$ cat src/rtl/riscv_test_pkg.sv
// Shared types and constants for the riscv-tests tohost end-of-test monitor.
package riscv_test_pkg;

    typedef enum logic [1:0] {
        ST_RUN     = 2'd0,
        ST_PASS    = 2'd1,
        ST_FAIL    = 2'd2,
        ST_TIMEOUT = 2'd3
    } status_e;

    localparam int unsigned TOHOST_PASS = 1;

endpackage

$ cat src/rtl/riscv_test_chan.sv
// One monitored core: tohost decode FSM, failing test number and, with
// RISCV_TEST_MONITOR_RETIRE_EN, a retired-instruction counter.
module riscv_test_chan
    import riscv_test_pkg::*;
#(
    parameter int unsigned          ADDR_W      = 16,
    parameter int unsigned          XLEN        = 32,
    parameter logic [ADDR_W-1:0]    TOHOST_ADDR = 16'h1000,
    parameter int unsigned          CNT_W       = 32
) (
    input  logic                clk,
    input  logic                rst,
    input  logic                wr_en,
    input  logic [ADDR_W-1:0]   wr_addr,
    input  logic [XLEN-1:0]     wr_data,
    input  logic                timeout,
`ifdef RISCV_TEST_MONITOR_RETIRE_EN
    input  logic                retire,
    output logic [CNT_W-1:0]    retired,
`endif
    output status_e             status,
    output logic [XLEN-2:0]     fail_num
);

    status_e           state_q, state_d;
    logic [XLEN-2:0]   fail_q, fail_d;
    logic              hit;

    assign hit = wr_en && (wr_addr == TOHOST_ADDR);

    always_ff @(posedge clk or negedge rst) begin
        if (!rst) begin
            state_q <= ST_RUN;
            fail_q  <= '0;
        end else begin
            state_q <= state_d;
            fail_q  <= fail_d;
        end
    end

    // An even tohost value is a syscall/console write and must not block the watchdog.
    always_comb begin
        state_d = state_q;
        fail_d  = fail_q;
        if (state_q == ST_RUN) begin
            if (hit && wr_data[0]) begin
                if (wr_data == XLEN'(TOHOST_PASS)) begin
                    state_d = ST_PASS;
                end else begin
                    state_d = ST_FAIL;
                    fail_d  = wr_data[XLEN-1:1];
                end
            end else if (timeout) begin
                state_d = ST_TIMEOUT;
            end
        end
    end

    assign status   = state_q;
    assign fail_num = fail_q;

`ifdef RISCV_TEST_MONITOR_RETIRE_EN
    logic [CNT_W-1:0] ret_q;

    always_ff @(posedge clk or negedge rst) begin
        if (!rst) begin
            ret_q <= '0;
        end else if (state_q == ST_RUN && retire && ret_q != '1) begin
            ret_q <= ret_q + CNT_W'(1);
        end
    end

    assign retired = ret_q;
`endif

endmodule

$ cat src/rtl/riscv_test_monitor.sv
// End-of-test monitor: per-core tohost decode, shared cycle counter and watchdog.
// Define RISCV_TEST_MONITOR_RETIRE_EN to add per-channel retired-instruction counts.
module riscv_test_monitor
    import riscv_test_pkg::*;
#(
    parameter int unsigned          NCH         = 1,
    parameter int unsigned          ADDR_W      = 16,
    parameter int unsigned          XLEN        = 32,
    parameter logic [ADDR_W-1:0]    TOHOST_ADDR = 16'h1000,
    parameter int unsigned          TIMEOUT     = 5000,
    parameter int unsigned          CNT_W       = 32
) (
    input  logic                    clk,
    input  logic                    rst,
    input  logic [NCH-1:0]          wr_en,
    input  logic [NCH*ADDR_W-1:0]   wr_addr,
    input  logic [NCH*XLEN-1:0]     wr_data,
    input  logic [NCH-1:0]          retire,
    output logic [NCH*2-1:0]        status,
    output logic [NCH*(XLEN-1)-1:0] fail_num,
    output logic                    done,
    output logic                    all_pass,
    output logic [CNT_W-1:0]        cycles
`ifdef RISCV_TEST_MONITOR_RETIRE_EN
   ,output logic [NCH*CNT_W-1:0]    retired
`endif
);

    localparam logic [CNT_W-1:0] LAST_CYCLE = CNT_W'(TIMEOUT - 1);

    logic [CNT_W-1:0] cycles_q, cycles_d;
    logic             timeout;
    status_e          chan_st [NCH];

    always_ff @(posedge clk or negedge rst) begin
        if (!rst) begin
            cycles_q <= '0;
        end else begin
            cycles_q <= cycles_d;
        end
    end

    always_comb begin
        cycles_d = cycles_q;
        if (!done && cycles_q != '1) begin
            cycles_d = cycles_q + CNT_W'(1);
        end
    end

    assign timeout = (cycles_q >= LAST_CYCLE);
    assign cycles  = cycles_q;

    for (genvar i = 0; i < NCH; i++) begin : g_chan
        riscv_test_chan #(
            .ADDR_W      (ADDR_W),
            .XLEN        (XLEN),
            .TOHOST_ADDR (TOHOST_ADDR),
            .CNT_W       (CNT_W)
        ) u_chan (
            .clk      (clk),
            .rst      (rst),
            .wr_en    (wr_en[i]),
            .wr_addr  (wr_addr[i*ADDR_W +: ADDR_W]),
            .wr_data  (wr_data[i*XLEN +: XLEN]),
            .timeout  (timeout),
`ifdef RISCV_TEST_MONITOR_RETIRE_EN
            .retire   (retire[i]),
            .retired  (retired[i*CNT_W +: CNT_W]),
`endif
            .status   (chan_st[i]),
            .fail_num (fail_num[i*(XLEN-1) +: (XLEN-1)])
        );

        assign status[i*2 +: 2] = chan_st[i];
    end

`ifndef RISCV_TEST_MONITOR_RETIRE_EN
    logic unused_retire;
    assign unused_retire = ^retire;
`endif

    always_comb begin
        done     = 1'b1;
        all_pass = 1'b1;
        for (int i = 0; i < NCH; i++) begin
            if (chan_st[i] == ST_RUN)  done     = 1'b0;
            if (chan_st[i] != ST_PASS) all_pass = 1'b0;
        end
    end

endmodule

$ cat config.mk
export PLATFORM = sky130hd
export DESIGN_NAME = riscv_test_monitor
export DESIGN_NICKNAME = d
export VERILOG_FILES = /design/src/rtl/riscv_test_pkg.sv /design/src/rtl/riscv_test_chan.sv /design/src/rtl/riscv_test_monitor.sv
export SDC_FILE = /design/constraint.sdc
export NUM_CORES = 1
export LEC_CHECK = 0
export ABC_CLOCK_PERIOD_IN_PS = 4600
export BUFFER_PORTS_ARGS = -buffer_cell sky130_fd_sc_hd__buf_2
export CAP_MARGIN = 30
export CORE_AREA = 5 5 84 86
export DETAILED_ROUTE_END_ITERATION = 16
export DIE_AREA = 0 0 89 91
export PLACE_DENSITY_LB_ADDON = 0.12
export SYNTH_ARGS = -nofsm -noshare
export SYNTH_HDL_FRONTEND = slang
export SYNTH_SLANG_ARGS = --single-unit
$ cat constraint.sdc
create_clock -name clk -period 4.6 [get_ports clk]
set_input_delay 0 -clock clk [delete_from_list [all_inputs] [get_ports clk]]
set_output_delay 0 -clock clk [all_outputs]
set_load 0.1 [all_outputs]
==> qor.csv <==
metric;value;unit
status;finished, final reports clean;
CP Cell Sequence;nand3_1, nor4_2, a31oi_1, buf_4, and3b_1, xor2_1;
mapped cell area;3191;µm²
Synth area leaders;dfrtp_1 51%, mux2_4 14%, xnor2_1 5.8%;
minimum clock period after layout;2.246;ns
initial antenna violation count;0;
grt ovf;0;
register-to-register setup slack;2.35;ns
Initial DRC Count;81;
post-layout net count;467;
final worst slack;2.354;ns
main combinational cell family by area after synthesis;simple AND/OR/NAND/NOR gates;
# diodes;0;
slowest cell delay on critical path;0.51;ns
half-perimeter wire length after placement;5842;µm
Worst Max-Slew Pin Slew;0.8206;ns
cts repair resizes;0;
Slew headroom;0.4529;
most common cell in the netlist;dfrtp_1;
final std cells w/o fill;495;
max cap viols;0;
asr flop ratio synth;1.000;
Main synth FF type;dfrtp_1;
top cell type's share of synthesized area;0.5098;
post-synthesis mux area share;0.1482;
final core utilization;0.7074;
Setup violations, final;0;
most frequent cells after synthesis;65 x dfrtp_1, 30 x mux2_4, 21 x xnor2_1;
Synth Warn #;0;
# placed instances;448;
WS Path Type;reg2reg;
Fillers;449;
Synth Area in XOR/XNOR;0.08510;
final WL;8870;µm
CP Data Arrival Time;2.46;ns
Final Slew Violations;0;
Peak VDD IR;434.4;µV
synth-to-layout area growth;37.57;%
All-Layer GR Usage;0.2165;
worst-skew pair later-pin latency;0.34;ns
Synth Instances;258;
unrepaired setup endpoints after global routing;false;
WP buf/inv;1;
CP delay by family, top;simple AND/OR/NAND/NOR gates;
Wirelength per Cell;17.92;µm
P_leak;2.358;nW
PortBufs;117;
Adder-Cell Fraction of Synth Area;0.003922;
Post-Synth Simple-Gate Area;0.2075;
die area;8099;µm²
area of the core;6205;µm²
min-delay worst type;in2reg;
Mean Syn Cell Area;12.37;µm²
first-pass GRT wire length;13540;µm
Hold Buf Count CTS;32;
RePlAce Congestion;0.7669;
Initial Util;0.5142;
Syn Nets;311;
largest net degree at the start of global routing;66;
Fin Setup TNS;0;ns
vias in the first global route;2769;
Seq cells post-synth;65;
Setup Fix Bufs, Post-CTS;0;
pre-CTS setup slack;2.366;ns
slowest CP cell;nor4_2;
Die W;89;µm
Worst Skew;0.007113;ns
DR DRC count;0;
layout cell share with drive strength beyond 1;0.4163;
Die Span Y;91;µm
Post-DRT Antenna Nets;0;
clock root cell;clkbuf_8;
clock-pin slew on the worst setup and hold paths;0.07;ns
Power Density;350.5;nW/µm²
startpoint type of the worst setup path;register;
Compound-Gate Fraction of Synth Area;0.02588;
maximum clock path buffer count;2;
critical-path maximum fanout;8;
total CTS buffers;9;
row count;29;
Initial DRT Pass Iterations;4;
Seq/Total Area, Yosys;0.5098;
via-per-instance ratio;5.483;
vias;2714;
CTS tree;done;
fin crit share;0.4883;
Sink Count;65;
required time worst endpoint;4.81;ns
worst hold margin;0.1320;ns
fmax;445.2;MHz
synth unique cells;39;
H-tree Lvls;3;
count of final hold-check violations;0;
number of synthesized flops with an enable pin;0;
post-synth top area cell;dfrtp_1;
Critical Path Sink Type;register;
io pins;119;
## final timing paths
kind | cells past startpoint | to | from
max | 6 | cycles[14]$_DFFE_PN0P_ | cycles[3]$_DFFE_PN0P_
min | 4 | g_chan[0].u_chan.status[0]$_DFFE_PN0P_ | wr_addr[9]
max reg2reg | 6 | cycles[14]$_DFFE_PN0P_ | cycles[3]$_DFFE_PN0P_
min reg2reg | 1 | g_chan[0].u_chan.fail_num[13]$_DFFE_PN0P_ | g_chan[0].u_chan.fail_num[13]$_DFFE_PN0P_
max in group asynchronous | 3 | cycles[2]$_DFFE_PN0P_ | rst
min in group asynchronous | 3 | g_chan[0].u_chan.fail_num[0]$_DFFE_PN0P_ | rst
## power breakdown
group / switching (mW) / leakage [nW] / internal (mW) / total (mW)
registers: 0.0431 / 0.894 / 0.597 / 0.641
logic: 0.256 / 1.35 / 0.0815 / 0.338
clock network: 0.213 / 0.116 / 0.347 / 0.560
total: 0.512 / 2.36 / 1.03 / 1.54
## sequential cells by signal (all words and copies together), names as in the netlist
register,flops
cycles,32
g_chan.u_chan.status,2
g_chan.u_chan.fail_num,31
## per-layer routing
metal | GRT usage | routed length (µm) | vias up
li1 | - | - | 1266
met2 | 0.3645 | 4437 | 107
met4 | 0.1129 | 228 | 0
met3 | 0.04434 | 636 | 20
met5 | 0 | 0 | -
met1 | 0.2566 | 3568 | 1321
## stage by stage
stage                     power [mW]  area (µm²)
final                          1.539        4389
after global placement        0.9629        3832
after global routing           1.597        4389
after CTS                      1.552        4389
after detailed placement      0.9680        3840
after floorplan               0.8854        3191
## tightest hold or removal path: stages
cell and delay, ns:
buf_2 0.10, nor4_4 0.06, a21oi_1 0.14, a21o_1 0.13
## kinds of logic after synthesis
group | count (synthesis)
adders and majority gates | 1
DFF | 65
AOI/OAI and AO/OA | 10
xor gates and xnor gates | 31
buffers and inverters | 10
and+or+nand+nor | 109
muxes | 32
## area by class of cell
| class | count | area, µm² | area share |
|---|---|---|---|
| Clock buffer | 13 | 168.9 | 0.03848 |
| Clock inverter | 2 | 60.06 | 0.01368 |
| Inverter | 4 | 15.01 | 0.003421 |
| Multi-Input combinational cell | 183 | 1501 | 0.3421 |
| Sequential cell | 65 | 1627 | 0.3706 |
| Tap cell | 77 | 96.34 | 0.02195 |
| Timing Repair Buffer | 151 | 920.9 | 0.2098 |
## cells in the final DEF (no fill, tap or decap), types with 11 or more instances in the layout
cell,count
clkbuf_8,12
dfrtp_1,65
nand4_1,15
nor4_1,14
dlygate4sd3_1,32
mux2_4,30
buf_2,117
nand2_1,17
xnor2_1,21
nor2_1,11
nand3_1,17
No activity file was read; power rests on OpenSTA's default activity.
